$ cat src/rtl/trng_cond_sched.sv
// trng_cond_sched: sequences the SHA-256 conditioning core of the TRNG.
// Gathers sixteen 32-bit raw entropy words into a 512-bit block. It holds
// sha_go and the block stable until the core reports done, then captures the
// digest. The digest is offered downstream on a valid/ready handshake.
// Health-test failures discard the partial block, or taint the hash in
// flight. A watchdog locks the block if the core never finishes.
module trng_cond_sched #(
  parameter int WORD_W  = 32,
  parameter int TIMEOUT = 1023,
  parameter int CNT_W   = 16
) (
  input  logic              clk,
  input  logic              rst,
  input  logic              enable,
  input  logic              ent_valid,
  input  logic [WORD_W-1:0] ent_data,
  output logic              ent_ready,
  input  logic              health_fail,
  output logic              sha_go,
  output logic [511:0]      sha_data_in,
  input  logic [255:0]      sha_data_out,
  input  logic              sha_done,
  output logic              rnd_valid,
  output logic [255:0]      rnd_data,
  input  logic              rnd_ready,
  output logic              busy,
  output logic              timeout_err,
  output logic [CNT_W-1:0]  blocks_done
);

  localparam int BLOCK_W = 512;
  localparam int WORDS   = BLOCK_W / WORD_W;
  localparam int WC_W    = $clog2(WORDS);
  localparam int TO_W    = 10;

  localparam logic [WC_W-1:0] LAST_WORD = WC_W'(WORDS - 1);
  // The HASH cycle that starts with TO_LAST on the counter is the
  // TIMEOUT-th one, so the watchdog trips at the end of that cycle.
  localparam logic [TO_W-1:0] TO_LAST   = TO_W'(TIMEOUT - 1);

  localparam logic [2:0] S_IDLE  = 3'd0;
  localparam logic [2:0] S_FILL  = 3'd1;
  localparam logic [2:0] S_HASH  = 3'd2;
  localparam logic [2:0] S_DRAIN = 3'd3;
  localparam logic [2:0] S_OUT   = 3'd4;
  localparam logic [2:0] S_LOCK  = 3'd5;

  logic [2:0]         state_q,    state_d;
  logic [WC_W-1:0]    word_cnt_q, word_cnt_d;
  logic [TO_W-1:0]    to_cnt_q,   to_cnt_d;
  logic               taint_q,    taint_d;
  logic [BLOCK_W-1:0] data_q,     data_d;
  logic [255:0]       digest_q,   digest_d;
  logic               timeout_q,  timeout_d;
  logic [CNT_W-1:0]   blocks_q,   blocks_d;

  // Handshake and status outputs decode straight from the state register.
  // A reset therefore clears them at once, without waiting for a clock edge.
  assign ent_ready   = (state_q == S_FILL) & enable & ~health_fail;
  assign sha_go      = (state_q == S_HASH);
  assign rnd_valid   = (state_q == S_OUT);
  assign busy        = (state_q != S_IDLE);
  assign sha_data_in = data_q;
  assign rnd_data    = digest_q;
  assign timeout_err = timeout_q;
  assign blocks_done = blocks_q;

  // Next-state logic for the sequencer, the counters and the data path.
  always_comb begin
    // NOTE: every target gets its hold value first. Then no path through the
    // case statement leaves a signal unassigned, and no latch is inferred.
    state_d    = state_q;
    word_cnt_d = word_cnt_q;
    to_cnt_d   = to_cnt_q;
    taint_d    = taint_q;
    data_d     = data_q;
    digest_d   = digest_q;
    timeout_d  = timeout_q;
    blocks_d   = blocks_q;

    case (state_q)
      S_IDLE: begin
        if (enable && !timeout_q) state_d = S_FILL;
      end

      S_FILL: begin
        if (!enable) begin
          word_cnt_d = '0;
          state_d    = S_IDLE;
        end else if (health_fail) begin
          // Throw away the partial block. The next accepted word starts a
          // new block as word 0.
          word_cnt_d = '0;
        end else if (ent_valid) begin
          // Words enter at the LSB end and move up one slot per accept.
          // After sixteen accepts, word 0 sits in [511:480] and word 15
          // in [31:0]. That matches an indexed write into slot
          // 511-32k, without a wide write-select mux.
          data_d = {data_q[BLOCK_W-WORD_W-1:0], ent_data};
          if (word_cnt_q == LAST_WORD) begin
            word_cnt_d = '0;
            to_cnt_d   = '0;
            state_d    = S_HASH;
          end else begin
            word_cnt_d = word_cnt_q + WC_W'(1);
          end
        end
      end

      S_HASH: begin
        to_cnt_d = to_cnt_q + TO_W'(1);
        if (health_fail) taint_d = 1'b1;
        if (sha_done) begin
          to_cnt_d = '0;
          // A failure in the done cycle itself still taints the block.
          if (!(taint_q || health_fail)) digest_d = sha_data_out;
          state_d = S_DRAIN;
        end else if (to_cnt_q == TO_LAST) begin
          to_cnt_d  = '0;
          timeout_d = 1'b1;
          state_d   = S_LOCK;
        end
      end

      S_DRAIN: begin
        // Wait for the core to drop done before committing. This stops a
        // stale done from being taken as the end of the next hash.
        if (!sha_done) begin
          if (taint_q) begin
            taint_d = 1'b0;
            state_d = enable ? S_FILL : S_IDLE;
          end else begin
            state_d = S_OUT;
          end
        end
      end

      S_OUT: begin
        if (rnd_ready) begin
          blocks_d = blocks_q + CNT_W'(1);
          state_d  = enable ? S_FILL : S_IDLE;
        end
      end

      S_LOCK: begin
        // Only reset leaves LOCK.
      end

      default: state_d = S_IDLE;
    endcase
  end

  // State, counter and data registers with asynchronous active-low reset.
  always_ff @(posedge clk or negedge rst) begin
    if (!rst) begin
      state_q    <= S_IDLE;
      word_cnt_q <= '0;
      to_cnt_q   <= '0;
      taint_q    <= 1'b0;
      // NOTE: the wide block and digest registers are reset on purpose. They
      // drive sha_data_in and rnd_data directly, and those outputs must read
      // zero after reset.
      data_q     <= '0;
      digest_q   <= '0;
      timeout_q  <= 1'b0;
      blocks_q   <= '0;
    end else begin
      // NOTE: non-blocking assignments here, so every register samples the
      // same pre-edge values no matter what order the statements are in.
      state_q    <= state_d;
      word_cnt_q <= word_cnt_d;
      to_cnt_q   <= to_cnt_d;
      taint_q    <= taint_d;
      data_q     <= data_d;
      digest_q   <= digest_d;
      timeout_q  <= timeout_d;
      blocks_q   <= blocks_d;
    end
  end

endmodule

$ cat config.mk
export PLATFORM = sky130hd
export DESIGN_NAME = trng_cond_sched
export DESIGN_NICKNAME = d
export VERILOG_FILES = /design/src/rtl/trng_cond_sched.sv
export SDC_FILE = /design/constraint.sdc
export NUM_CORES = 1
export LEC_CHECK = 0
export ABC_AREA = 1
export CAP_MARGIN = 30
export CORE_AREA = 2 2 418 420
export CTS_BUF_LIST = sky130_fd_sc_hd__clkbuf_8
export CTS_CLUSTER_SIZE = 8
export DETAILED_ROUTE_END_ITERATION = 10
export DIE_AREA = 0 0 420 422
export PLACE_DENSITY = 0.46
export SLEW_MARGIN = 20
export SYNTH_ARGS = -nofsm -noshare
export SYNTH_HDL_FRONTEND = slang
export SYNTH_SLANG_ARGS = --single-unit
$ cat constraint.sdc
create_clock -name clk -period 1.95 [get_ports clk]
set_input_delay 0.39 -clock clk [delete_from_list [all_inputs] [get_ports clk]]
set_output_delay 0.39 -clock clk [all_outputs]
set_load 0.05 [all_outputs]
==> impl_metrics.ini <==
[detailed_routing]
wl_per_cell_microns = 19.4
drtIter0Drc = 1705
drcViolationCount = 0
viasPerCell = 3.81
routed_wl_microns = 154000
dr.pass1.iters = 5
drtAntennaViolNets = 0
vias = 30200

[power]
p_leak_nw = 30.2
swShare_pct = 25.2
powerDensity_nw_per_um2 = 628
switching_power_mw = 8.95
pwr-share-comb_pct = 6.5
p_int_mw = 26.5
p_seq_share_pct = 47.4
clock_power_share_pct = 46.1
peakVddDrop_mv = 0.663

[logic_synthesis]
async_reset_ff_share_pct = 100
synth_cells = 3474
syn-mean-instance-area_sq_um = 9.05
synth_edf_count = 0
synth-main-ff-cell = dfrtp_1
ys_seq_elements = 803
synthesis.nets = 3773
ys_types = 30
yosysWarnings = 0
ys_seq_area_share_pct = 63.9
synth_area_sq_um = 31400

[flow_run]
cap_viol_max_count = 0

[placement]
post-dp-hpwl_microns = 115000
gp_congestion = 0.870
port_buffers = 1083

[final_layout]
area_growth_syn_to_layout_pct = 79.8
nFillCells = 18182
final_common_cell = nand2_1
multiInputGateArea_sq_um = 8950
layout_common_cells = nand2_1 (1,735), buf_6 (752), dfrtp_1 (713), buf_4 (667), inv_1 (374)
nets = 5780
drive_gt1_share_pct = 32.5
final-seq-area_sq_um = 20200

[timing]
slew_viol_final = 0
fin_setup_tns_ns = -0.853
hold_viol = 0
tightestPinTransition_ns = 0.738
rsz0062_at_grt = yes
fin_skew_ns = 0.0509
period_needed_ns = 2.18
clock.fmax_mhz = 459
slew_headroom_pct = 50.6
period_share_pct = 112
setup_violations = 9
whs_ns = 0.105
worst_slack_ns = -0.228

[clock_tree]
path_clk_slew_ns = 0.06
cts_tree = built
cts.sinks = 803
worstSkewPairLatency_ns = 0.92
cts_buffers = 154
cts-root-buf = clkbuf_8
htreeDepth = 4
cts_buffer_depth = 3

[grt]
grt_max_degree = 70
grt.total_usage_pct = 16.9
grt_overflow_total = 0
antenna_found_initial = 26
grt_pass1_wl_microns = 218000
grt_pass1_vias = 30861

[worst_setup_path]
crit_path_start_kind = flip-flop
crit_slowest_cell = dfrtp_1
r2r-end = sha_data_in[248]$_DFFE_PN0P_
crit_buf_inv = 3
crit_arrival_ns = 1.79
worstPathRequired_ns = 1.56
endpoint_kind = output pin
reg2reg_depth = 11
slowest_delay_ns = 0.38
r2r-start = state_q[0]$_DFFE_PN0P_
regToRegSetupSlack_ns = 0.07
cp_top_family = flip-flops
crit_path_max_fanout = 3
crit_chain = buf_6 -> nor2_4 -> nand2_4 -> inv_4 -> buf_12
critPathKind = reg2out

[hold_path]
whs_endpoint = rnd_data[75]$_DFFE_PN0P_
hp-start = sha_data_out[75]
min_path_type = in2reg
holdPathStages = 3

[die]
fp.dieW_microns = 420
initial_core_util_pct = 18.2
dieArea_sq_um = 177000
core_area_sq_um = 173000
ios = 1084
die_y_microns = 422
rows = 153

[run_status]
violations = negative setup slack
status = finished, violations left
==> power groups by stage <==
stage / sequential [mW] / combinational (mW) / clock [mW]
detailed placement: 17.1 / 1.81 / 0
finish: 16.8 / 2.32 / 16.4
CTS: 16.8 / 2.36 / 17.0
floorplan: 17.4 / 0.162 / 0
global placement: 17.1 / 1.80 / 0
global route: 16.8 / 2.50 / 17.8
==> worst max path at each step <==
stage / start / endpoint / slack (ns) / cells past startpoint
floorplan: state_q[1]$_DFFE_PN0P_ / ent_ready / 0.26 / 4
finish: state_q[1]$_DFFE_PN0P_ / rnd_valid / -0.23 / 5
CTS: state_q[1]$_DFFE_PN0P_ / rnd_valid / -0.38 / 5
global route: state_q[1]$_DFFE_PN0P_ / rnd_valid / -0.37 / 5
global placement: health_fail / sha_data_in[430]$_DFFE_PN0P_ / -0.29 / 8
detailed placement: health_fail / sha_data_in[430]$_DFFE_PN0P_ / -0.32 / 7
==> cells in the mapped netlist, drive strengths merged (3+ instances only) <==
cell type | n | area (sq um)
nand2 | 1739 | 6540
dfrtp | 803 | 20100
o21ai | 333 | 1690
inv | 319 | 1200
buf | 161 | 1170
nor2 | 37 | 171
nand3 | 29 | 183
xor2 | 14 | 123
nand4 | 11 | 68.8
clkbuf | 9 | 33.8
nor3 | 5 | 36.3
ha | 4 | 50.1
a21oi | 3 | 15.0
==> through the flow <==
step	utilization [%]	cells	cell area (sq um)	total power, mW	worst slack [ns]
global placement	25.7	6890	44500	18.9	-0.293
CTS	32.3	7852	55900	36.2	-0.385
finish	32.7	7928	56500	35.5	-0.228
global route	32.7	7918	56500	37.1	-0.374
detailed placement	25.7	6890	44500	18.9	-0.324
floorplan	-	3474	31400	17.5	0.264
==> layout make-up <==
cell class	count	share of cell area (%)
clock buffer	180	4.39
tap	2325	5.15
clock inverter	79	0.764
timing repair buffer	2021	35.8
multi-input combinational	2181	15.8
sequential	803	35.8
antenna	19	0.0842
inverter	320	2.16
==> worst min-delay path: cells and delay by family <==
kind | cells | cell delay [ns]
buffers and inverters | 2 | 0.51
AO/OA/AOI/OAI | 1 | 0.08
==> sequential cells by signal (all words and copies together) (netlist names) <==
register / flops
word_cnt_q: 4
timeout_err: 1
state_q: 3
sha_data_in: 512
blocks_done: 16
taint_q: 1
to_cnt_q: 10
rnd_data: 256
==> logic make-up (layout without fill, tap and decap cells) <==
logic type | after synthesis | after routing | share of synthesized area, %
compound gates | 338 | 338 | 5.47
xor+xnor | 16 | 16 | 0.446
fa+ha+maj | 4 | 4 | 0.159
buf+inv | 490 | 2600 | 7.66
flops | 803 | 803 | 63.9
other cells | 0 | 19 | 0
simple gates | 1823 | 1823 | 22.3
==> metal layers <==
layer / vias to the layer above / GRT usage (%) / wire length (microns)
li1: 14637 / - / -
met1: 14446 / 18.6 / 58500
met2: 865 / 30.6 / 80500
met3: 228 / 5.08 / 10000
met4: 24 / 5.55 / 4500
met5: - / 0 / 163
==> what timing repair did <==
action	4_1_cts	5_1_grt
endpoints found under the hold margin	986	0
setup endpoints to repair	779	543
pin swaps	3	4
cloned	0	4
buffers inserted	477	53
hold buffers	227	0
resized for setup	1932	16
(Power assumes the default switching activity.)
